===== src/rtl/banner_cmd_ctrl.sv =====
// rtl/banner_cmd_ctrl.sv - UART byte parser, digit assembler and scroll-step scheduler for the BCD banner
module banner_cmd_ctrl #(
  parameter int DIGITS        = 6,
  parameter int TIMEOUT_TICKS = 10,
  parameter int DEFAULT_SPEED = 1,
  parameter int MAX_SPEED     = 8
) (
  input  logic                clk_i,
  input  logic                reset_i,
  input  logic                rx_empty_i,
  input  logic [7:0]          rx_data_i,
  output logic                rd_data_o,
  input  logic                tick_i,
  output logic                load_tick_o,
  output logic [4*DIGITS-1:0] load_data_o,
  output logic                write_mode_o,
  output logic                scroll_en_o,
  output logic                dir_left_o,
  output logic                shift_tick_o,
  output logic                err_tick_o
);
  localparam int DW = 4 * DIGITS;
  localparam int CW = $clog2(DIGITS + 1);
  localparam int TW = $clog2(TIMEOUT_TICKS + 1);
  localparam int SW = $clog2(MAX_SPEED + 1);

  typedef enum logic {IDLE, WRITE} state_t;

  state_t          state_q, state_d;
  logic            pop_q;
  logic [CW-1:0]   digits_q, digits_d;
  logic [DW-1:0]   buf_q, buf_d;
  logic [DW-1:0]   load_data_q, load_data_d;
  logic            load_tick_q, load_tick_d;
  logic [TW-1:0]   to_q, to_d;
  logic [SW-1:0]   speed_q, speed_d;
  logic [SW-1:0]   step_q, step_d;
  logic            scroll_q, scroll_d;
  logic            dir_q, dir_d;
  logic            pop, is_digit, err, shift;
  logic [DW-1:0]   shifted;

  // A pop is never issued in the cycle right after a pop, so the FIFO head has time to advance.
  assign pop      = !rx_empty_i && !pop_q;
  assign is_digit = (rx_data_i >= 8'h30) && (rx_data_i <= 8'h39);
  assign shifted  = (buf_q << 4) | {{(DW-4){1'b0}}, rx_data_i[3:0]};

  always_comb begin
    state_d     = state_q;
    digits_d    = digits_q;
    buf_d       = buf_q;
    load_data_d = load_data_q;
    load_tick_d = 1'b0;
    to_d        = to_q;
    speed_d     = speed_q;
    step_d      = step_q;
    scroll_d    = scroll_q;
    dir_d       = dir_q;
    err         = 1'b0;
    shift       = 1'b0;

    case (state_q)
      IDLE: begin
        if (pop) begin
          case (rx_data_i)
            "w": begin
              state_d  = WRITE;
              digits_d = '0;
              to_d     = '0;
              buf_d    = '0;
            end
            "s": scroll_d = 1'b1;
            "p": scroll_d = 1'b0;
            "l": dir_d = 1'b1;
            "r": dir_d = 1'b0;
            "+": if (speed_q > SW'(1)) speed_d = speed_q - SW'(1);
            "-": if (speed_q < SW'(MAX_SPEED)) speed_d = speed_q + SW'(1);
            8'h0d, 8'h0a: ;
            default: err = 1'b1;
          endcase
        end
      end
      WRITE: begin
        if (pop) begin
          to_d = '0;
          if (is_digit) begin
            buf_d = shifted;
            if (digits_q == CW'(DIGITS - 1)) begin
              load_data_d = shifted;
              load_tick_d = 1'b1;
              digits_d    = '0;
              state_d     = IDLE;
            end else begin
              digits_d = digits_q + CW'(1);
            end
          end else begin
            err     = 1'b1;
            state_d = IDLE;
          end
        end else if (tick_i) begin
          if (to_q == TW'(TIMEOUT_TICKS - 1)) begin
            err     = 1'b1;
            state_d = IDLE;
          end else begin
            to_d = to_q + TW'(1);
          end
        end
      end
    endcase

    // ">=" rather than "==" so a speed drop below the running count fires on the next tick.
    if (scroll_q && state_q == IDLE && tick_i) begin
      if (load_tick_q) begin
        step_d = '0;
      end else if ((step_q + SW'(1)) >= speed_q) begin
        shift  = 1'b1;
        step_d = '0;
      end else begin
        step_d = step_q + SW'(1);
      end
    end
  end

  always_ff @(posedge clk_i or posedge reset_i) begin
    if (reset_i) begin
      state_q     <= IDLE;
      pop_q       <= 1'b0;
      digits_q    <= '0;
      buf_q       <= '0;
      load_data_q <= '0;
      load_tick_q <= 1'b0;
      to_q        <= '0;
      speed_q     <= SW'(DEFAULT_SPEED);
      step_q      <= '0;
      scroll_q    <= 1'b0;
      dir_q       <= 1'b1;
    end else begin
      state_q     <= state_d;
      pop_q       <= pop;
      digits_q    <= digits_d;
      buf_q       <= buf_d;
      load_data_q <= load_data_d;
      load_tick_q <= load_tick_d;
      to_q        <= to_d;
      speed_q     <= speed_d;
      step_q      <= step_d;
      scroll_q    <= scroll_d;
      dir_q       <= dir_d;
    end
  end

  assign rd_data_o    = pop;
  assign err_tick_o   = err;
  assign shift_tick_o = shift;
  assign load_tick_o  = load_tick_q;
  assign load_data_o  = load_data_q;
  assign write_mode_o = (state_q == WRITE);
  assign scroll_en_o  = scroll_q;
  assign dir_left_o   = dir_q;
endmodule


===== config.mk =====
export PLATFORM = sky130hd
export DESIGN_NAME = banner_cmd_ctrl
export DESIGN_NICKNAME = d
export VERILOG_FILES = /design/src/rtl/banner_cmd_ctrl.sv
export SDC_FILE = /design/constraint.sdc
export NUM_CORES = 1
export LEC_CHECK = 0
export BUFFER_PORTS_ARGS = -buffer_cell sky130_fd_sc_hd__buf_2
export CAP_MARGIN = 10
export CORE_MARGIN = 4
export CORE_UTILIZATION = 51
export DETAILED_ROUTE_END_ITERATION = 10
export HOLD_SLACK_MARGIN = 0.03
export MAX_ROUTING_LAYER = met4
export PLACE_DENSITY = 0.84
export SLEW_MARGIN = 30
export SYNTH_ARGS = -nofsm -noshare
export SYNTH_HDL_FRONTEND = slang
export SYNTH_SLANG_ARGS = --single-unit

===== constraint.sdc =====
create_clock -name clk_i -period 1.9 [get_ports clk_i]
set_input_delay 0.38 -clock clk_i [delete_from_list [all_inputs] [get_ports clk_i]]
set_output_delay 0.38 -clock clk_i [all_outputs]
set_load 0.02 [all_outputs]

-- Word level (Yosys, flattened, before mapping)
Cells that the tools add are included.
- flip-flop bits (word level): 64
- input bits: 12
- logic and storage cells: 104
- $add $sub $neg: 5
- order comparisons: 5
- equality and inequality tests: 19
- muxes and demuxes: 46
- bitwise operators: 2
- reductions and logical operators: 16
- operator list (cell ; number):
    2-to-1 mux 20 bit ; 4
    == test 8 x 7 -> 1 bit (second input constant) ; 5
    case mux 20 bit (2 select lines) ; 1
    2-to-1 mux 4 bit ; 9
    bitwise OR 24 x 4 -> 24 bit ; 1
    2-to-1 mux 1 bit ; 20
    == test 8 x 4 -> 1 bit (second input constant) ; 2
    == test 8 x 6 -> 1 bit (second input constant) ; 2
    case mux 4 bit (2 select lines) ; 2
    2-to-1 mux 3 bit ; 5
    adder 4 x 1 -> 4 bit (second input constant) ; 3
    AND reduction 4 bit ; 3
    OR reduction 9 bit ; 1
    greater-or-equal comparator 8 x 6 -> 1 bit (second input constant) ; 1
    <= comparator 8 x 6 -> 1 bit (second input constant) ; 1
    case mux 1 bit (2 select lines) ; 4
    inequality test 2 x 1 -> 1 bit (second input constant) ; 3
    inequality test 2 bit (second input constant) ; 3
    case mux 3 bit (2 select lines) ; 1
    AND reduction 3 bit ; 2
    nonzero test 2 bit ; 3
    AND reduction 5 bit ; 1
    == test 4 bit (second input constant) ; 1
    greater-or-equal comparator 4 bit ; 1
    other kinds (10) ; 14

-- Logic depth before layout (Yosys ltp)
- depth in word-level cells: 5
- depth in mapped cells: 9
- depth with buffers taken out: 9

-- Least setup slack after synthesis
No wires, ideal clock.
- path kind: register to output
- start point: reg step_q[0]
- end point: out shift_tick_o
- arrival time: 1759 ps
- data required time: 1520 ps
- path slack: -239 ps
- cell stages (with the launch flop): 5
- buffers on the path: 0
- cells stage by stage: dfrtp_1 > ha_1 > ha_1 > a2111oi_0 > nor4_1
- cells in the longest elaborated chain, start to end: 5
- ends and longest elaborated chain (what ; line ; source):
    start: declaration ; 37 ; logic [SW-1:0] step_q, step_d;
    start signal: assignment ; 146 ; step_q <= step_d;
    adder 4 x 1 -> 4 bit ; 115 ; end else if ((step_q + SW'(1)) >= speed_q) begin
    greater-or-equal comparator 4 bit ; 115 ;
    2-to-1 mux 1 bit ; 115 ;
    2-to-1 mux 1 bit ; 113 ; if (load_tick_q) begin
    2-to-1 mux 1 bit ; 112 ; if (scroll_q && state_q == IDLE && tick_i) begin
    end: declaration ; 19 ; output logic shift_tick_o,
No other way between the ends.

-- Worst setup path after layout
Same ends and word-level chain as after synthesis.

==> flow_summary.json <==
{
  "run_status": "finished with violations",
  "violations": "setup timing",
  "post-route-period-util": 1.259,
  "drc": 0,
  "routed_wl_um": 7212,
  "skew_ns": 0.005429,
  "yosysSeqAreaShare": 0.5335,
  "power.total_mw": 2.885,
  "async_reset_ff_frac": 1.000,
  "clk_transition_reported_paths_ns": 0.07,
  "antenna_left": 0,
  "slew_headroom": 0.6736,
  "grt_pass1_vias": 2262,
  "clock_sinks": 64,
  "grt_util_all_layers": 0.2049,
  "synth_top_cell_by_area": "dfrtp_1",
  "grt_start_max_net_pins": 59,
  "row_count": 27,
  "gp_congestion": 0.9136,
  "setup.worst_path.class": "reg -> out",
  "synthFlopType": "dfrtp_1",
  "portBuffers": 42,
  "via_per_inst": 5.590,
  "hpwlAfterDp_um": 4745,
  "grt_pass1_wl_um": 11300,
  "worst_slack_ns": -0.4930,
  "period_minus_slack_ns": 2.393,
  "synth_area_leaders": "dfrtp_1, mux2_1, a22o_1, ha_1, mux2_2",
  "root_buffer": "clkbuf_8",
  "ff2ff_path_depth": 10,
  "initial_core_util": 0.5361,
  "arrival_ns": 2.01,
  "cts_made_buffers": 9,
  "drt_pass1_iterations": 5,
  "pin_count": 43,
  "syn_to_final_growth_pct": 31.67,
  "dpl_worst_slack_ns": -0.1695,
  "ys_ff_latch": 64,
  "synth_top_area_frac": 0.5160,
  "min_path_cells": 3,
  "syn_nets": 270,
  "power_density_mw_per_mm2": 728.7,
  "holdWs_ns": 0.3777,
  "ys_top_cells_by_count": "dfrtp_1, a22o_1, mux2_1",
  "n_antenna_cell": 0,
  "dieHeight_um": 84.78,
  "vias": 2275,
  "worst-path-max-fanout": 2,
  "drive_above_1_share": 0.4060,
  "tightestPinTransition_ns": 0.4845,
  "irDropWorstVdd_mv": 0.5464,
  "start_kind": "register",
  "cp_data_required_time_ns": 1.52,
  "hold_violations": 0,
  "grt-ovfl-total": 0,
  "nets": 352,
  "yosysUniqueCellTypes": 53,
  "initialDrtViolationCount": 125,
  "netlist_area_mm2": 0.003007,
  "h-tree-depth": 3,
  "cts_buffer_depth": 2,
  "yosys.cell_count.top_type": "dfrtp_1",
  "cts_tree": "built",
  "hold_path.class": "in -> reg",
  "rsz0062_at_grt": "yes",
  "p_leak_nw": 1.988,
  "cap_violations": 0,
  "fmax_ghz": 0.4179,
  "utilization": 0.7059,
  "setup.worst_path.end_class": "output port",
  "avgSynthCellArea_um2": 12.12,
  "slew_viol_final": 0,
  "syn_inst": 248,
  "core-area_mm2": 0.005608,
  "antenna_found_initial": 0,
  "die_x_um": 84.78,
  "synth-edff-count": 0,
  "clkLatencyLatePin_ns": 0.34,
  "post_drt_wl_per_cell_um": 17.72,
  "ys_warn_count": 0,
  "dieArea_mm2": 0.007188,
  "setup_violations": 6
}
## cells by family (layout without fill, tap and decap cells)
family / count (synthesis) / in the layout / synth area share
AO/OA/AOI/OAI: 51 / 51 / 0.1290
XOR/XNOR: 8 / 8 / 0.02331
adder cells (fa/ha/maj): 10 / 10 / 0.04161
buffers and inverters: 19 / 106 / 0.03371
flip-flops: 64 / 64 / 0.5335
multiplexers: 27 / 27 / 0.1003
AND/OR/NAND/NOR: 69 / 69 / 0.1386
## placed cells by master (no fill, tap or decap), drive strengths merged, types with 4 or more instances in the layout
master,count
nand2b,6
mux2,25
nor2,11
nor2b,4
o21ai,10
xnor2,6
a22o,20
clkbuf,10
a21oi,5
inv,8
nor3,8
ha,10
nand2,13
nand3,7
buf,81
dfrtp,62
## repair_timing
item	CTS	global route
buffers inserted	3	5
hold buffers	1	0
pin swaps	5	7
endpoints found under the setup margin	6	6
hold endpoints to repair	6	0
resized for setup	11	18
## where the power goes
group          switching [mW]  internal (mW)  leakage, nW
Combinational           0.155          0.143         1.01
Sequential             0.0141           1.38        0.875
Clock                   0.546          0.645       0.0989
## stage by stage
step / TNS, ns / std cells / instance area (um2)
global placement: -0.2018 / 382 / 3517
detailed placement: -0.5707 / 382 / 3517
floorplan: -0.08208 / 248 / 3018
global route: -1.418 / 407 / 3959
CTS: -0.8433 / 402 / 3801
finish: -1.022 / 407 / 3959
## state kept, by name, indices dropped and copies added, names as in the netlist
signal	flops
digits_q	3
write_mode_o	1
load_data_o	24
buf_q	20
scroll_en_o	1
load_tick_o	1
to_q	4
speed_q	4
pop_q	1
step_q	4
dir_left_o	1
## metal layers
metal,up-vias,share of wire,track usage
met5,-,0,-
met4,0,0.019,0.06043
met3,16,0.035,0.05397
met2,51,0.51,0.3310
met1,1136,0.44,0.2536
li1,1072,-,-
## worst max-delay path, stage by stage (launching register included)
cell       delay [ns]
dfrtp_1          0.39
buf_4            0.15
ha_4             0.27
ha_4             0.20
a2111oi_4        0.30
buf_4            0.17
nor4_2           0.04
buf_2            0.16
## final cells by class
type	instances	area, um2
inverters	8	33.78
repair buffers	82	560.5
fillers	393	1649
flip-flops and latches	64	1604
clock buffers	10	137.6
clock inverters	6	67.56
well taps	72	90.09
multi-input cells	165	1465
## path summary, 6_finish.rpt
| check | startpoint | endpoint | slack [ns] |
|---|---|---|---|
| min in group asynchronous | reset_i | to_q[0] | 0.50 |
| setup reg to reg | step_q[0] | step_q[2] | -0.17 |
| setup / recovery | step_q[0] | shift_tick_o | -0.49 |
| max in group asynchronous | reset_i | speed_q[0] | 0.82 |
| hold reg to reg | load_data_o[17] | load_data_o[17] | 0.48 |
| hold / removal | rx_empty_i | pop_q | 0.38 |
Note: power is estimated with default switching activity, not from simulation.
